File: config.mk
export PLATFORM = sky130hd
export DESIGN_NAME = spi_pixel_master
export DESIGN_NICKNAME = d
export VERILOG_FILES = /design/src/rtl/spi_pixel_master.sv
export SDC_FILE = /design/constraint.sdc
export NUM_CORES = 1
export LEC_CHECK = 0
export CORE_MARGIN = 5
export CORE_UTILIZATION = 40
export CTS_BUF_LIST = sky130_fd_sc_hd__clkbuf_4 sky130_fd_sc_hd__clkbuf_8 sky130_fd_sc_hd__clkbuf_16
export CTS_CLUSTER_DIAMETER = 50
export DETAILED_ROUTE_END_ITERATION = 10
export HOLD_SLACK_MARGIN = 0.06
export PLACE_DENSITY = 0.68
export RECOVER_POWER = 50
export SLEW_MARGIN = 10
export SYNTH_ARGS = -nofsm -noshare
export SYNTH_HDL_FRONTEND = slang
export SYNTH_SLANG_ARGS = --single-unit
export TNS_END_PERCENT = 100
File: constraint.sdc
create_clock -name i_clk -period 5.8 [get_ports i_clk]
set_input_delay 0.58 -clock i_clk [delete_from_list [all_inputs] [get_ports i_clk]]
set_output_delay 0.58 -clock i_clk [all_outputs]
set_load 0.02 [all_outputs]
File: src/rtl/spi_pixel_master.sv
// rtl/spi_pixel_master.sv - Mode-0 SPI master streaming pixel frames and returning MISO bytes
module spi_pixel_master #(
    parameter int CLKDIV    = 4,
    parameter int FRAME_LEN = 784,
    parameter int PP        = 8
) (
    input  logic          i_clk,
    input  logic          i_rst_n,
    input  logic          i_start,
    input  logic          i_abort,
    output logic          o_busy,
    output logic          o_done,
    input  logic          i_tx_valid,
    input  logic [PP-1:0] i_tx_data,
    output logic          o_tx_ready,
    output logic          o_rx_valid,
    output logic [PP-1:0] o_rx_data,
    output logic          o_sck,
    output logic          o_mosi,
    input  logic          i_miso,
    output logic          o_ssel
);

    localparam int DIV_W = $clog2(CLKDIV + 1);
    localparam int BIT_W = $clog2(PP);
    localparam logic [DIV_W-1:0] DIV_LAST  = DIV_W'(CLKDIV - 1);
    localparam logic [BIT_W-1:0] BIT_LAST  = BIT_W'(PP - 1);
    localparam logic [15:0]      LAST_BYTE = 16'(FRAME_LEN - 1);

    localparam logic [2:0] S_IDLE  = 3'd0;
    localparam logic [2:0] S_SETUP = 3'd1;
    localparam logic [2:0] S_LOAD  = 3'd2;
    localparam logic [2:0] S_LOW   = 3'd3;
    localparam logic [2:0] S_HIGH  = 3'd4;
    localparam logic [2:0] S_HOLD  = 3'd5;
    localparam logic [2:0] S_DEASS = 3'd6;
    localparam logic [2:0] S_ABORT = 3'd7;

    logic [2:0]       r_state;
    logic [DIV_W-1:0] r_div;
    logic [BIT_W-1:0] r_bit_cnt;
    logic [15:0]      r_byte_cnt;
    logic [PP-1:0]    r_tx_shift;
    logic [PP-1:0]    r_rx_shift;
    logic [PP-1:0]    r_rx_data;
    logic             r_rx_valid;
    logic             r_done;
    logic             r_busy;
    logic             r_sck;
    logic             r_ssel;
    logic             r_miso_s1;
    logic             r_miso_s2;
    logic             w_div_end;

    assign w_div_end  = (r_div == DIV_LAST);
    assign o_tx_ready = (r_state == S_LOAD);
    assign o_busy     = r_busy;
    assign o_done     = r_done;
    assign o_rx_valid = r_rx_valid;
    assign o_rx_data  = r_rx_data;
    assign o_sck      = r_sck;
    assign o_ssel     = r_ssel;
    // MOSI is the shift register MSB, so it only moves on load or on the SCK fall
    assign o_mosi     = r_tx_shift[PP-1];

    always_ff @(posedge i_clk or negedge i_rst_n) begin
        if (!i_rst_n) begin
            r_miso_s1 <= 1'b0;
            r_miso_s2 <= 1'b0;
        end else begin
            r_miso_s1 <= i_miso;
            r_miso_s2 <= r_miso_s1;
        end
    end

    always_ff @(posedge i_clk or negedge i_rst_n) begin
        if (!i_rst_n) begin
            r_state    <= S_IDLE;
            r_div      <= '0;
            r_bit_cnt  <= '0;
            r_byte_cnt <= '0;
            r_tx_shift <= '0;
            r_rx_shift <= '0;
            r_rx_data  <= '0;
            r_rx_valid <= 1'b0;
            r_done     <= 1'b0;
            r_busy     <= 1'b0;
            r_sck      <= 1'b0;
            r_ssel     <= 1'b1;
        end else begin
            r_done     <= 1'b0;
            r_rx_valid <= 1'b0;
            if (i_abort && (r_state != S_IDLE)) begin
                r_state <= S_ABORT;
                r_sck   <= 1'b0;
                r_ssel  <= 1'b1;
                r_div   <= '0;
            end else begin
                case (r_state)
                    S_IDLE: begin
                        if (i_start) begin
                            r_state    <= S_SETUP;
                            r_busy     <= 1'b1;
                            r_ssel     <= 1'b0;
                            r_byte_cnt <= '0;
                            r_div      <= '0;
                        end
                    end
                    S_SETUP: begin
                        if (w_div_end) begin
                            r_state <= S_LOAD;
                            r_div   <= '0;
                        end else begin
                            r_div <= r_div + DIV_W'(1);
                        end
                    end
                    S_LOAD: begin
                        if (i_tx_valid) begin
                            r_tx_shift <= i_tx_data;
                            r_bit_cnt  <= '0;
                            r_div      <= '0;
                            r_state    <= S_LOW;
                        end
                    end
                    S_LOW: begin
                        if (w_div_end) begin
                            r_state    <= S_HIGH;
                            r_sck      <= 1'b1;
                            r_div      <= '0;
                            r_rx_shift <= {r_rx_shift[PP-2:0], r_miso_s2};
                        end else begin
                            r_div <= r_div + DIV_W'(1);
                        end
                    end
                    S_HIGH: begin
                        if (w_div_end) begin
                            r_sck <= 1'b0;
                            r_div <= '0;
                            if (r_bit_cnt != BIT_LAST) begin
                                r_bit_cnt  <= r_bit_cnt + BIT_W'(1);
                                r_tx_shift <= {r_tx_shift[PP-2:0], 1'b0};
                                r_state    <= S_LOW;
                            end else begin
                                r_rx_data  <= r_rx_shift;
                                r_rx_valid <= 1'b1;
                                r_byte_cnt <= r_byte_cnt + 16'd1;
                                r_state    <= (r_byte_cnt == LAST_BYTE) ? S_HOLD : S_LOAD;
                            end
                        end else begin
                            r_div <= r_div + DIV_W'(1);
                        end
                    end
                    S_HOLD: begin
                        if (w_div_end) begin
                            r_ssel  <= 1'b1;
                            r_div   <= '0;
                            r_state <= S_DEASS;
                        end else begin
                            r_div <= r_div + DIV_W'(1);
                        end
                    end
                    S_DEASS: begin
                        if (w_div_end) begin
                            r_done  <= 1'b1;
                            r_busy  <= 1'b0;
                            r_state <= S_IDLE;
                        end else begin
                            r_div <= r_div + DIV_W'(1);
                        end
                    end
                    S_ABORT: begin
                        // Same deassert hold as a normal end, but no done pulse
                        if (w_div_end) begin
                            r_busy  <= 1'b0;
                            r_state <= S_IDLE;
                        end else begin
                            r_div <= r_div + DIV_W'(1);
                        end
                    end
                    default: r_state <= S_IDLE;
                endcase
            end
        end
    end

endmodule
# Word-level counts from Yosys, hierarchy flattened
# Cells that the tools add are included.
# W data, S select, Z words.
[classes]
n_reduce_logical = 19
n_mux = 44
bitwise = 2
n_addsub = 3
eq_ne = 24
[op_table]
columns = ["operator", "n"]
rows = [
  ["$mux W3", 17],
  ["$mux W16", 3],
  ["$pmux W16 S2", 1],
  ["$mux W8", 3],
  ["$pmux W3 S7", 1],
  ["$ne A3 B3 Y1 const B", 6],
  ["$add A16 B1 Y16 const B", 1],
  ["$eq A16 B10 Y1 const B", 1],
  ["$pmux W8 S2", 1],
  ["$mux W1", 13],
  ["$eq A3 B3 Y1 const B", 4],
  ["$pmux W3 S4", 1],
  ["$reduce_and A3 Y1", 4],
  ["$ne A2 B2 Y1 const B", 5],
  ["$reduce_and A5 Y1", 2],
  ["$eq A3 B2 Y1 const B", 3],
  ["$reduce_bool A3 Y1", 3],
  ["$reduce_and A4 Y1", 2],
  ["$reduce_and A7 Y1", 1],
  ["$add A3 B1 Y3 const B", 2],
  ["$ne A3 B2 Y1 const B", 2],
  ["$pmux W1 S2", 3],
  ["$pmux W3 S2", 1],
  ["$reduce_bool A2 Y1", 3],
  ["8 further kinds", 9],
]
[totals]
register_bits = 56
in_bits = 14
elab_cells = 106
out_inout_bits = 15

# Depth between registers and ports, before layout
# Gate-level depths: netlist (run 1).
[depth]
ltp_word = 6
mapped_depth = 9
mapped_depth_nobuf = 7

# Worst setup path before layout (run 1)
# No wires, ideal clock.
[synth_timing]
kind = "reg-to-reg"
start = "register r_div[0]"
end = "register r_byte_cnt[15]"
slack_ns = 3.919
t_required_ns = 5.723
path_buffers = 1
period_less_slack_ns = 1.881
stages_incl_launch_ff = 8
t_arrival_ns = 1.803
setup_ns = 0.077
path_cell_list = "dfrtp_1 ha_1 ha_1 buf_2 and3b_1 a21oi_1 or4_1 a21oi_1"
[synth_between]
elab_chain_len = 3
[synth_rtl]
columns = ["element", "line", "source"]
rows = [
  ["start: declaration", "40", "logic [DIV_W-1:0] r_div;"],
  ["start signal: assignment", "114", "r_div <= r_div + DIV_W'(1);"],
  ["start signal: assignment", "132", "r_div <= r_div + DIV_W'(1);"],
  ["start signal: assignment", "150", "r_div <= r_div + DIV_W'(1);"],
  ["$eq A3 B2 Y1", "55", "assign w_div_end = (r_div == DIV_LAST);"],
  ["$ne A2 B2 Y1 (no line)", "--", ""],
  ["$reduce_and A5 Y1 (no line)", "--", ""],
  ["end signal: assignment", "146", "r_byte_cnt <= r_byte_cnt + 16'd1;"],
  ["end: declaration", "42", "logic [15:0] r_byte_cnt;"],
]
# No other way between the ends.
# A chain may end at the register's enable or synchronous reset.

==> metrics.txt, run 1 <==
outcome=finished, violations left; failing checks=capacitance limit, slew limit; Worst R2R Setup Slack=3.05 ns; power per cell area=297 nW/um^2; cts repair resizes=0; Sink Count=56; leakage power=1.40 nW; Final setup violation count=0; Max-Cap Viols=1; num ports=29; Rows=30; Die W=93.3 um; CP Max Fanout=56; synthesized flop and latch total=56; P_sw=276 uW; CP cell instances=buf_2 > clkbuf_1; RSZ-0062 raised after global routing=no; family with the most delay on the worst path=buffers and inverters; power share of the combinational group=19.2%; Setup crit end kind=async pin; CTS root buf=clkbuf_8; vias in the first global route=2,035; routed wire length=5510 um; sw frac=28.9%; Port Buffers=28; Seq/Total Area, Yosys=50.5%; buffer and inverter count on the worst path=2; layout cells sized above 1=9.74%; CTS Buf Count=5; gr ovfl total=0; Clk network pwr share=27.2%; Post-DP HPWL=3770 um; Fmax achieved=0.342 GHz; yosys warns=0; fin crit period=2.93 ns; global placer's final weighted congestion=0.805; synthesized area=2780 um^2; vias per cell=5.20; pin count of the biggest net entering global routing=57; worst slew pin tran=2.89 ns; post-route clock period utilization=50.5%; Core Util, Final=47.4%; asr flop ratio synth=100%; Longest Clk Path Bufs=2; CP Class=in2async; Hold Violations, Final=0; Synth cell types=55; P&R area growth vs syn=16.0%; Vias=2,100; CTS tree=yes; clk_skew=0.00528 ns; DRC viols=0; Max Slew Vio Count=57; Setup Buffers After CTS=0; initial DRC count=104; All-Layer GR Usage=13.8%; VDD IR-drop max=0.000175 V; global-route wire length before repair=9830 um; Pwr Total=957 uW; H-tree depth=2; Worst Path Required=5.60 ns; P_int=681 uW; Critical Path AT=2.72 ns; # diodes=0; Skew-Pair Late Insertion Delay=0.30 ns; critical path's slowest cell=clkbuf_1; Seq pwr share=53.6%; relative slew slack=-92.6%; DIE AREA=8710 um^2; post-route setup TNS=0 ns; antenna violations before repair=0; Synth Instances=287; Final Worst Setup Slack=2.87 ns; Starting Density=40.9%; Hold Path Class=reg2reg; crit path launch type=input pin; post-layout net count=327; ys flop type=dfrtp_1; Synthesized Nets=307; Die Ht=93.3 um; dpl ws=2.88 ns; clock transition at the registers of the reported paths=0.10 ns; Hold Buf Count CTS=0; EDFF count, synth=0; Avg Inst Size Synth=9.68 um^2; Crit path largest cell delay=2.03 ns; DRT Pass-1 Iters=4; wire per inst=13.6 um; total core area=6790 um^2; ANT nets after route=0
==> path summary, 6_finish.rpt <==
check / startpoint / to / cells after the start
min: r_miso_s1 / r_miso_s2 / 0
min in group asynchronous: i_rst_n / r_byte_cnt[4] / 2
max in group i_clk: r_state[2] / r_byte_cnt[12] / 5
min reg2reg: r_miso_s1 / r_miso_s2 / 0
max reg2reg: r_state[2] / r_byte_cnt[12] / 5
max: i_rst_n / r_state[1] / 2
==> synth_stat cells, drive strengths merged (3+ instances only) <==
library cell | n | share of area [%]
mux2 | 9 | 3.6
or4 | 3 | 0.81
nand4 | 3 | 0.90
o31ai | 4 | 1.1
o21a | 3 | 0.81
a21o | 3 | 0.81
nand3b | 3 | 0.81
nor4 | 4 | 0.90
dfrtp | 55 | 50
nor2 | 18 | 2.4
inv | 11 | 1.5
ha | 6 | 2.7
nor3 | 6 | 1.1
nand2 | 54 | 7.3
xnor2 | 3 | 0.95
clkbuf | 12 | 1.6
nand3 | 9 | 1.6
a31oi | 13 | 2.9
o21ai | 12 | 2.3
buf | 6 | 1.5
a21oi | 10 | 1.8
==> registers in the layout (all words and copies together), names as in the netlist, 3 cells and up <==
name        count
r_tx_shift      8
r_rx_shift      8
r_div           3
r_state         3
r_bit_cnt       3
r_byte_cnt     16
o_rx_data       8
==> metrics by stage <==
| stage | cells | area [um^2] | hold WS, ns |
|---|---|---|---|
| global placement | 395 | 3110 | 0.335 |
| floorplan | 287 | 2780 | 0.284 |
| finish | 404 | 3220 | 0.364 |
| global route | 404 | 3220 | 0.379 |
| detailed placement | 395 | 3110 | 0.343 |
| CTS | 403 | 3220 | 0.366 |
==> layout make-up <==
cell class	count	area [um^2]
repair buffers	31	290
clock inverters	2	38.8
clock buffers	6	76.3
inverters	11	41.3
flip-flops and latches	56	1400
well taps	96	120
multi-input cells	202	1250
fillers	649	3570
==> cells by family (layout without fill, tap and decap cells) <==
| group | after synthesis | in the layout | share of synthesized area [%] |
|---|---|---|---|
| and+or+nand+nor | 121 | 121 | 22.4 |
| AOI/OAI and AO/OA | 59 | 59 | 13.9 |
| DFF | 56 | 56 | 50.5 |
| buffers and inverters | 29 | 50 | 4.59 |
| muxes | 10 | 10 | 4.01 |
| adders and majority gates | 7 | 7 | 3.06 |
| xor gates and xnor gates | 5 | 5 | 1.58 |
==> power by group through the flow <==
stage	Clock, mW	Sequential [mW]	Combinational (mW)
2_1_floorplan	0	0.497	0.151
4_1_cts	0.268	0.514	0.187
3_3_place_gp	0	0.518	0.182
5_1_grt	0.293	0.527	0.211
3_5_place_dp	0	0.521	0.185
6_report	0.260	0.513	0.184
==> cells in the final DEF, fill, tap and decap left out, drive strengths merged, types with 2 or more instances in the layout <==
cell	instances
a21o	3
nor4	4
dfrtp	55
nand2b	2
xor2	2
clkdlybuf4s50	25
a21oi	10
and3	2
nor3	6
buf	2
o21a	3
nand2	54
or4	3
a41oi	2
nand3	9
o22ai	2
a31oi	13
nor3b	2
and4	2
inv	12
nor2	18
nor2b	2
or4b	2
nand4	3
ha	6
o21ai	12
a22oi	2
clkbuf	8
nor4b	2
mux2	9
dlygate4sd3	2
nand3b	3
o31ai	4
xnor2	3
==> layer usage <==
metal / global-route usage, % / wire length (um)
met1: 19.8 / 2720
met2: 20.7 / 2500
met3: 3.46 / 208
met4: 3.66 / 78
met5: 0 / 0
Power figures use the tool's default switching activity.
==> run 2: changes to the inputs <==
PLACE_DENSITY = 0.7   (was 0.68)
clock period = 2.45 ns   (was 5.8 ns; I/O delays follow)
==> run 2 against run 1 <==
Compared with the run above:
- the run still ends with capacitance limit, slew limit left
- global-route usage is 0.89 points higher
- design area is 2.1% higher
- combinational power grew to 2.8 times the previous value
- utilization is 0.98 points higher
- sequential power is 130% higher
- power is 130% higher
- clock skew is 0.0046 ns higher
- count of clock-buffer cells in the layout is 1 lower
- largest power group unchanged
==> metrics.txt, run 2 (synthesized netlist as in run 1, its figures left out) <==
Sequential Area=1400 um^2 (unchanged); DIE AREA=8710 um^2 (unchanged); Largest Register=r_byte_cnt; num ports=29 (unchanged); post-route clock period utilization=88.5%; cts repair resizes=0 (unchanged); Clk network pwr share=24.0% (-3.2 points); Skew-Pair Late Insertion Delay=0.32 ns (+0.02 ns); post-route setup TNS=0 ns (unchanged); fin crit period=2.17 ns; fillers=622 (-4.2%); Die Ht=93.3 um (unchanged); wire per inst=14.1 um (+3.2%); power per cell area=677 nW/um^2 (+130%); Crit path largest cell delay=0.64 ns (-1.39 ns); Starting Density=40.9% (unchanged); P&R area growth vs syn=18.4%; layout cells sized above 1=12.0% (+2.2 points); max reg flops=16 (unchanged); dpl ws=0.375 ns (-2.51 ns); CTS Buf Count=5 (unchanged); worst slew pin tran=1.66 ns (-1.23 ns); initial DRC count=100 (-3.8%); failing checks=capacitance limit, slew limit; VDD IR-drop max=0.000444 V (+150%); CP Class=reg2out; DRC viols=0 (unchanged); Hold Violations, Final=0 (unchanged); multi-input logic area=1250 um^2 (unchanged); Port Buffers=28 (unchanged); DRT Pass-1 Iters=4 (unchanged); leading cell type in the layout, fill and taps excluded=dfrtp_1; Max Slew Vio Count=29 (-49%); Seq pwr share=52.8% (-0.8 points); CP cell instances=buf_4 > nor3b_1 > clkdlybuf4s50_1; Setup crit end kind=output pin; RSZ-0062 raised after global routing=no; CTS root buf=clkbuf_8; global-route wire length before repair=10,500 um (+6.4%); sw frac=31.5% (+2.7 points); Hold Path Class=reg2reg; All-Layer GR Usage=14.7% (+0.89 points); pin count of the biggest net entering global routing=30 (-47%); Critical Path AT=1.92 ns (-0.80 ns); Max-Cap Viols=1 (unchanged); Longest Clk Path Bufs=2 (unchanged); Sink Count=56 (unchanged); CTS tree=yes; most frequent cells in the layout=dfrtp_1 (55), nand2_1 (54), clkdlybuf4s50_1 (23); Rows=30 (unchanged); critical path's slowest cell=clkdlybuf4s50_1; Die W=93.3 um (unchanged); Fmax achieved=0.461 GHz; # diodes=0 (unchanged); routed wire length=5810 um (+5.5%); vias in the first global route=2,174 (+6.8%); vias per cell=5.25 (+1.1%); crit path launch type=flip-flop; P_sw=703 uW (+150%); Setup Buffers After CTS=0 (unchanged); P_int=1.52 mW (+120%); Vias=2,170 (+3.3%); leakage power=1.45 nW (+3.1%); post-layout net count=336 (+2.8%); Worst Path Required=2.20 ns (-3.40 ns); clock transition at the registers of the reported paths=0.11 ns (about the same); CP Max Fanout=14 (-75%); global placer's final weighted congestion=0.855 (+6.1%); relative slew slack=-10.5% (+82 points); outcome=finished, violations left; ANT nets after route=0 (unchanged); gr ovfl total=0 (unchanged); H-tree depth=2 (unchanged); power share of the combinational group=23.2% (+4.0 points); Post-DP HPWL=4180 um (+11%); Final setup violation count=0 (unchanged); Final Worst Setup Slack=0.282 ns (-2.59 ns); antenna violations before repair=0 (unchanged); clk_skew=0.00992 ns (+0.00463 ns); total core area=6790 um^2 (unchanged)
-- run 2: changes by cell type in the layout (fill, tap and decap cells not counted), sizes merged --
| cell | previous run | this run |
|---|---|---|
| bufinv | 1 | 0 |
| clkdlybuf4s50 | 25 | 23 |
| clkbuf | 8 | 7 |
| buf | 2 | 10 |
| dlygate4sd3 | 2 | 5 |
| clkinv | 0 | 1 |
| clkinvlp | 0 | 1 |
-- run 2: per-stage QoR --
stage / instance area [um^2] / std cells / hold WS [ns] / total power [mW] / util (%)
floorplan: 2780 / 287 / -0.0506 / 1.53 / -
global placement: 3190 / 404 / 0.324 / 1.69 / 46.9
detailed placement: 3190 / 404 / 0.322 / 1.72 / 46.9
CTS: 3290 / 413 / 0.347 / 2.26 / 48.5
global route: 3290 / 413 / 0.373 / 2.39 / 48.4
finish: 3290 / 413 / 0.367 / 2.23 / 48.4
-- run 2: area by class of cell --
cell class,count,share of cell area (%)
repair buffers,40,11.4
multi-input cells,202,38.1
well taps,96,3.65
flip-flops and latches,56,42.6
clock inverters,3,0.837
clock buffers,5,2.09
inverters,11,1.26
-- run 2: per-layer routing --
metal | vias up | GRT usage, % | part of all wire (%)
li1 | 1070 | - | -
met1 | 1041 | 20.2 | 47
met2 | 52 | 22.7 | 47
met3 | 7 | 3.46 | 5.1
met4 | 0 | 5.01 | 1.3
met5 | - | 0 | 0
-- run 2: final timing paths --
kind,end,slack [ns],start,depth (start not counted)
setup / recovery,o_tx_ready,0.28,r_state[1],3
hold / removal,r_miso_s2,0.37,r_miso_s1,0
setup reg to reg,r_tx_shift[7],0.36,r_div[0],8
hold reg to reg,r_miso_s2,0.37,r_miso_s1,0
max in group asynchronous,r_rx_shift[6],0.61,i_rst_n,2
min in group asynchronous,r_byte_cnt[15],0.88,i_rst_n,2
-- run 2: critical path: cells and delay by family, from the launching register on --
kind                   cells  cell delay, ns
AND/OR/NAND/NOR            1            0.21
flip-flops                 1            0.51
buffers and inverters      2            0.89
-- run 2: timing repair --
item | 4_1_cts | 5_1_grt
setup endpoints to repair | 0 | 0
endpoints found under the hold margin | 27 | 0
hold buffers | 1 | 0
-- run 2: power by group through the flow --
stage | clock (mW) | combinational, mW | sequential [mW]
2_1_floorplan | 0 | 0.358 | 1.18
4_1_cts | 0.553 | 0.525 | 1.18
6_report | 0.535 | 0.516 | 1.18
3_3_place_gp | 0 | 0.501 | 1.19
5_1_grt | 0.597 | 0.587 | 1.20
3_5_place_dp | 0 | 0.523 | 1.19
